**src/rtl/calc_sequencer.sv**
```systemverilog
// Sequencing controller for the 8-bit add/subtract calculator: operand latch,
// adder result capture, 9-step double-dabble and 4-digit multiplexed display scan.
module calc_sequencer #(
  parameter int unsigned SCAN_DIV = 50000
) (
  input  logic       clk,
  input  logic       rst_n,
  input  logic       start,
  input  logic [7:0] a,
  input  logic [7:0] b,
  input  logic       sub,
  output logic [7:0] add_a,
  output logic [7:0] add_b,
  output logic       add_sel,
  input  logic [7:0] add_s,
  input  logic       add_cout,
  output logic       busy,
  output logic       done,
  output logic [3:0] bcd,
  output logic [1:0] sel_disp,
  output logic [3:0] an
);

  localparam logic [2:0] S_IDLE    = 3'd0;
  localparam logic [2:0] S_LOAD    = 3'd1;
  localparam logic [2:0] S_CAPTURE = 3'd2;
  localparam logic [2:0] S_CONV    = 3'd3;
  localparam logic [2:0] S_DONE    = 3'd4;

  localparam int unsigned DW = (SCAN_DIV > 1) ? $clog2(SCAN_DIV) : 1;
  localparam logic [DW-1:0] DIV_MAX = DW'(SCAN_DIV - 1);

  logic [2:0]    state_q, state_d;
  logic          start_q;
  logic [7:0]    op_a_q, op_a_d, op_b_q, op_b_d;
  logic          op_sub_q, op_sub_d;
  logic [8:0]    mag_q, mag_d;
  logic          neg_q, neg_d;
  logic [3:0]    cnt_q, cnt_d;
  logic [9:0]    dd_q, dd_d;
  logic [9:0]    dd_adj;
  logic [10:0]   dd_shift;
  logic [3:0]    d0_q, d0_d, d1_q, d1_d, d2_q, d2_d, dsign_q, dsign_d;
  logic [DW-1:0] div_q;
  logic [1:0]    sel_q;

  function automatic logic [3:0] dabble(input logic [3:0] n);
    return (n >= 4'd5) ? n + 4'd3 : n;
  endfunction

  // Hundreds never exceeds 2 before the last step, so the working register keeps
  // only 2 hundreds bits; the full 3-bit hundreds digit exists only in dd_shift.
  always_comb begin
    dd_adj   = {dd_q[9:8], dabble(dd_q[7:4]), dabble(dd_q[3:0])};
    dd_shift = {dd_adj, mag_q[8]};
  end

  always_comb begin
    state_d  = state_q;
    op_a_d   = op_a_q;
    op_b_d   = op_b_q;
    op_sub_d = op_sub_q;
    mag_d    = mag_q;
    neg_d    = neg_q;
    cnt_d    = cnt_q;
    dd_d     = dd_q;
    d0_d     = d0_q;
    d1_d     = d1_q;
    d2_d     = d2_q;
    dsign_d  = dsign_q;
    case (state_q)
      S_IDLE: begin
        if (start && !start_q) begin
          state_d  = S_LOAD;
          op_a_d   = a;
          op_b_d   = b;
          op_sub_d = sub;
        end
      end
      S_LOAD: state_d = S_CAPTURE;
      S_CAPTURE: begin
        state_d = S_CONV;
        mag_d   = op_sub_q ? {1'b0, add_s} : {add_cout, add_s};
        neg_d   = op_sub_q & ~add_cout;
        cnt_d   = '0;
        dd_d    = '0;
      end
      S_CONV: begin
        dd_d  = dd_shift[9:0];
        mag_d = {mag_q[7:0], 1'b0};
        cnt_d = cnt_q + 4'd1;
        if (cnt_q == 4'd8) begin
          state_d = S_DONE;
          d0_d    = dd_shift[3:0];
          d1_d    = dd_shift[7:4];
          d2_d    = {1'b0, dd_shift[10:8]};
          dsign_d = neg_q ? 4'd10 : 4'd11;
        end
      end
      S_DONE:  state_d = S_IDLE;
      default: state_d = S_IDLE;
    endcase
  end

  always_ff @(posedge clk or negedge rst_n) begin
    if (!rst_n) begin
      state_q  <= S_IDLE;
      start_q  <= 1'b0;
      op_a_q   <= '0;
      op_b_q   <= '0;
      op_sub_q <= 1'b0;
      mag_q    <= '0;
      neg_q    <= 1'b0;
      cnt_q    <= '0;
      dd_q     <= '0;
      d0_q     <= '0;
      d1_q     <= '0;
      d2_q     <= '0;
      dsign_q  <= 4'd11;
    end else begin
      state_q  <= state_d;
      start_q  <= start;
      op_a_q   <= op_a_d;
      op_b_q   <= op_b_d;
      op_sub_q <= op_sub_d;
      mag_q    <= mag_d;
      neg_q    <= neg_d;
      cnt_q    <= cnt_d;
      dd_q     <= dd_d;
      d0_q     <= d0_d;
      d1_q     <= d1_d;
      d2_q     <= d2_d;
      dsign_q  <= dsign_d;
    end
  end

  always_ff @(posedge clk or negedge rst_n) begin
    if (!rst_n) begin
      div_q <= '0;
      sel_q <= '0;
    end else if (div_q == DIV_MAX) begin
      div_q <= '0;
      sel_q <= sel_q + 2'd1;
    end else begin
      div_q <= div_q + 1'b1;
    end
  end

  // Slot order follows the board wiring: units, sign, hundreds, tens.
  always_comb begin
    case (sel_q)
      2'd0:    bcd = d0_q;
      2'd1:    bcd = dsign_q;
      2'd2:    bcd = d2_q;
      default: bcd = d1_q;
    endcase
  end

  assign an       = ~(4'b0001 << sel_q);
  assign sel_disp = sel_q;
  assign add_a    = op_a_q;
  assign add_b    = op_b_q;
  assign add_sel  = op_sub_q;
  assign busy     = (state_q != S_IDLE);
  assign done     = (state_q == S_DONE);

endmodule

```
**config.mk**
```make
export PLATFORM = sky130hd
export DESIGN_NAME = calc_sequencer
export DESIGN_NICKNAME = d
export VERILOG_FILES = /design/src/rtl/calc_sequencer.sv
export SDC_FILE = /design/constraint.sdc
export NUM_CORES = 1
export LEC_CHECK = 0
export CORE_MARGIN = 8
export CORE_UTILIZATION = 40
export CTS_CLUSTER_DIAMETER = 30
export DETAILED_ROUTE_END_ITERATION = 6
export GPL_TIMING_DRIVEN = 0
export MAX_ROUTING_LAYER = met4
export PLACE_DENSITY = 0.74
export SYNTH_ARGS = -nofsm -noshare
export SYNTH_HDL_FRONTEND = slang
export SYNTH_SLANG_ARGS = --single-unit
export TNS_END_PERCENT = 50
```
**constraint.sdc**
```tcl
create_clock -name clk -period 1.65 [get_ports clk]
set_input_delay 0.2475 -clock clk [delete_from_list [all_inputs] [get_ports clk]]
set_output_delay 0.2475 -clock clk [all_outputs]
set_load 0.03 [all_outputs]
```
==> out/results.env <==
ROUTE.DETAILED.WL_PER_INST_MICRONS=15.8
YS_WARN_COUNT=0
SYNTH_TOP_AREA_SHARE_PCT=52.8
DP_HPWL_MICRONS=5520
MAX_SLEW_MARGIN_PCT=69.9
CRITPATHREQUIREDTIME_NS=1.40
VDD_IR_DROP_MAX_V=0.000756
AREA_DELTA_SYNTH_FINAL_PCT=37.2
WORSTSETUPSTARTPOINT='sel_disp[0]'
POST_SYNTH_MOST_FREQUENT_CELLS='dfrtp_1, nand2_1, inv_1'
GROUTE.USAGE.OVERALL_PCT=14.6
SYNTH_SEQ_AREA_SHARE_PCT=53.6
CTS-ROOT-BUF='clkbuf_8'
GRT_MAX_DEGREE=68
FLOORPLAN.DIE.WIDTH_MICRONS=110
DRT-INITIAL-DRC-COUNT=125
REG2REG_TO='add_a[0]'
FINALSETUPVIOLATIONS=24
SETUP.WORST_PATH.START_CLASS='register'
WORST_HOLD_PATH_TYPE='primary input to async pin'
CTS_INSERTED_BUFFERS=9
H-TREE-DEPTH=3
TRITONCTS='yes'
POWERDENSITY_nW_PER_UM2=1570
SYN_AREA_PER_CELL_SQ_UM=11.2
REG2REG_DEPTH=4
FLOORPLAN.CORE_AREA_SQ_UM=8590
CELL_WITH_THE_MOST_INSTANCES_AFTER_SYNTHESIS='dfrtp_1'
FIRST_PASS_ITERS=4
DRIVE_GT1_SHARE_PCT=27.0
COUNT_OF_PORT_BUFFERS_ADDED_DURING_PLACEMENT=57
CLK_TRANSITION_REPORTED_PATHS_NS=0.08
SYN-NUM-NETS=353
FP.DIEH_MICRONS=110
SYNTH_CELLS=312
NNETSFINAL=440
SETUP.WORST_PATH.END='bcd[1]'
GLOBALROUTEOVERFLOWTOTAL=0
FLOORPLAN.ROWS=34
CLASSIFICATION_OF_THE_WORST_SETUP_PATH='register to primary output'
SYNTH_AREA_LEADERS='dfrtp_1, mux2_2, ha_1, mux2_4, o21ai_0'
SYNTH-MAIN-FF-CELL='dfrtp_1'
MAPPEDNETLISTAREA_SQ_UM=3510
CAP_VIOL_MAX_COUNT=0
DIE-AREA_SQ_UM=12000
SYNTH_SEQ_CELLS=75
CRIT_PATH_MAX_FANOUT=5
FINAL-MAX-SLEW-VIOLATION-COUNT=0
TIMING.RR.START='state_q[2]'
CELLLEAKAGEPOWER_nW=2.30
MAXIMUM_BUFFER_DEPTH_OF_THE_CLOCK_TREE=2
STATUS='complete, but fails checks'
TIMING.CRITICAL_PATH.ARRIVAL_NS=1.80
HOLD_WS_NS=0.264
POSTSYNTH.ASYNCRESETSHARE_PCT=100
INITIAL_UTILIZATION_PCT=40.8
GRT_PASS1_VIAS=2732
FAILED_CHECKS='negative setup slack'
FINALSETUPTNS_NS=-3.40
SYNTH_TOP_CELL_BY_AREA='dfrtp_1'
TIGHTESTPINTRANSITION_NS=0.451
DRCVIOLATIONCOUNT=0
WORST_SETUP_SKEW_AFTER_LAYOUT_NS=0.00604
LAYOUT_SETUP_WS_NS=-0.399
PRE_CTS_WS_NS=-0.557
CLOCK-SINKS=75
WORSTSETUPENDPOINTTYPE='primary output'
SYNTH_ENABLE_FLOP_CELLS=0
FINAL_ESTIMATED_ROUTING_CONGESTION_IN_GLOBAL_PLACEMENT=0.800
DESIGN_AREA_SQ_UM=4810
NETLIST-CELL-TYPE-COUNT=47
FINAL-HOLD-VIOLATION-COUNT=0
ROUTED_VIA_DENSITY=5.09
ACHIEVABLE-FREQUENCY_MHz=488
GRT_ANTENNA_BEFORE_REPAIR=0
FINALWIRELENGTH_MICRONS=8110
PERIOD_MINUS_SLACK_NS=2.05
DIODES=0
FIN_CRIT_SH_PCT=124
RSZ_0062_RAISED_AFTER_GLOBAL_ROUTING='yes'
CLOCK_INSERTION_DELAY_WORST_SKEW_NS=0.35
PLACE_AREA_SQ_UM=4240
GRT_PASS1_WL_MICRONS=13300
DETAIL-ROUTE-ANTENNA-NETS=0
IO_PINS=58
ROUTED-VIA-COUNT=2607
FILL_COUNT=731
TIMING.REG2REG.SETUP_SLACK_NS=-0.17
[power by group]
part | internal, W | switching, W
clock network | 0.000861 | 0.000719
logic | 0.00142 | 0.00163
registers | 0.00246 | 0.000446
total | 0.00474 | 0.00279
[cells in the final DEF, fill, tap and decap left out, drive strengths merged, types with 2 or more instances in the layout]
cell type,netlist,routed
clkdlybuf4s50,0,28
o21ai,22,22
clkbuf,3,13
dlymetal6s2s,0,8
or2,2,2
clkinv,0,4
xnor2,11,11
inv,23,23
mux2i,10,10
nor2,21,21
xor2,6,6
dfrtp,74,74
or3b,2,2
nor4,3,3
nand2,28,28
nand3,9,9
a31oi,2,2
nand4,4,4
or3,2,2
a22o,2,2
ha,12,12
nand2b,3,3
mux2,26,26
a21oi,10,10
a21o,5,5
bufinv,0,2
nor3b,2,2
nor3,8,8
dlygate4sd2,0,10
buf,7,35
[logic make-up (layout without fill, tap and decap cells)]
kind of cell,after synthesis,in the layout,share of synthesized area [%]
adders and majority gates,12,12,4.28
DFF,75,75,53.6
buffers and inverters,33,125,4.39
AOI/OAI and AO/OA,49,49,8.46
and+or+nand+nor,90,90,12.8
xor gates and xnor gates,17,17,4.25
muxes,36,36,12.3
[per-layer routing]
metal | global-route usage [%] | share of wire (%) | wire length (microns)
met5 | - | 0 | 0
met4 | 5.50 | 1.4 | 114
met3 | 3.58 | 5.6 | 455
met2 | 22.0 | 46 | 3750
met1 | 18.6 | 47 | 3790
[state kept, by name, summed over array words and instances (netlist names), 4 cells and up]
register	count
add_a	8
d1_q	4
cnt_q	4
mag_q	9
d0_q	4
div_q	16
add_b	8
dd_q	10
[worst min path at each step]
stage                     startpoint    endpoint  slack [ns]
after detailed placement       rst_n     start_q        0.09
after floorplan                rst_n    add_a[0]       -0.05
after CTS                      rst_n     start_q        0.26
after global placement         neg_q  dsign_q[0]        0.38
final                          rst_n     start_q        0.26
after global routing           rst_n    add_b[5]        0.27
[metrics by stage]
stage | utilization (%) | power, W | std cells
global route | 56.0 | 0.00800 | 512
floorplan | - | 0.00475 | 312
global placement | 49.0 | 0.00569 | 477
CTS | 54.3 | 0.00750 | 507
detailed placement | 49.3 | 0.00585 | 478
finish | 56.0 | 0.00753 | 512
[critical path: stages (launching register included)]
cell and delay (ns):
dfrtp_2 0.45, inv_4 0.08, ha_4 0.18, a221o_1 0.33, mux2_4 0.27, buf_6 0.14
[repair_timing]
item | in CTS | in global routing
cloned | 1 | 0
pin swaps | 7 | 3
setup buffers | 11 | 6
endpoints found under the setup margin | 60 | 59
hold buffers | 1 | 0
endpoints found under the hold margin | 8 | 0
gates resized for setup | 90 | 49
[layout make-up]
| type | instances | area, sq um | area share [%] |
|---|---|---|---|
| Buffer | 9 | 91.3 | 1.90 |
| Clock buffer | 9 | 124 | 2.57 |
| Clock inverter | 7 | 103 | 2.13 |
| Inverter | 23 | 91.3 | 1.90 |
| Multi-Input combinational cell | 204 | 1600 | 33.2 |
| Sequential cell | 75 | 1880 | 39.1 |
| Tap cell | 108 | 135 | 2.81 |
| Timing Repair Buffer | 77 | 788 | 16.4 |
Power figures use the tool's default switching activity.
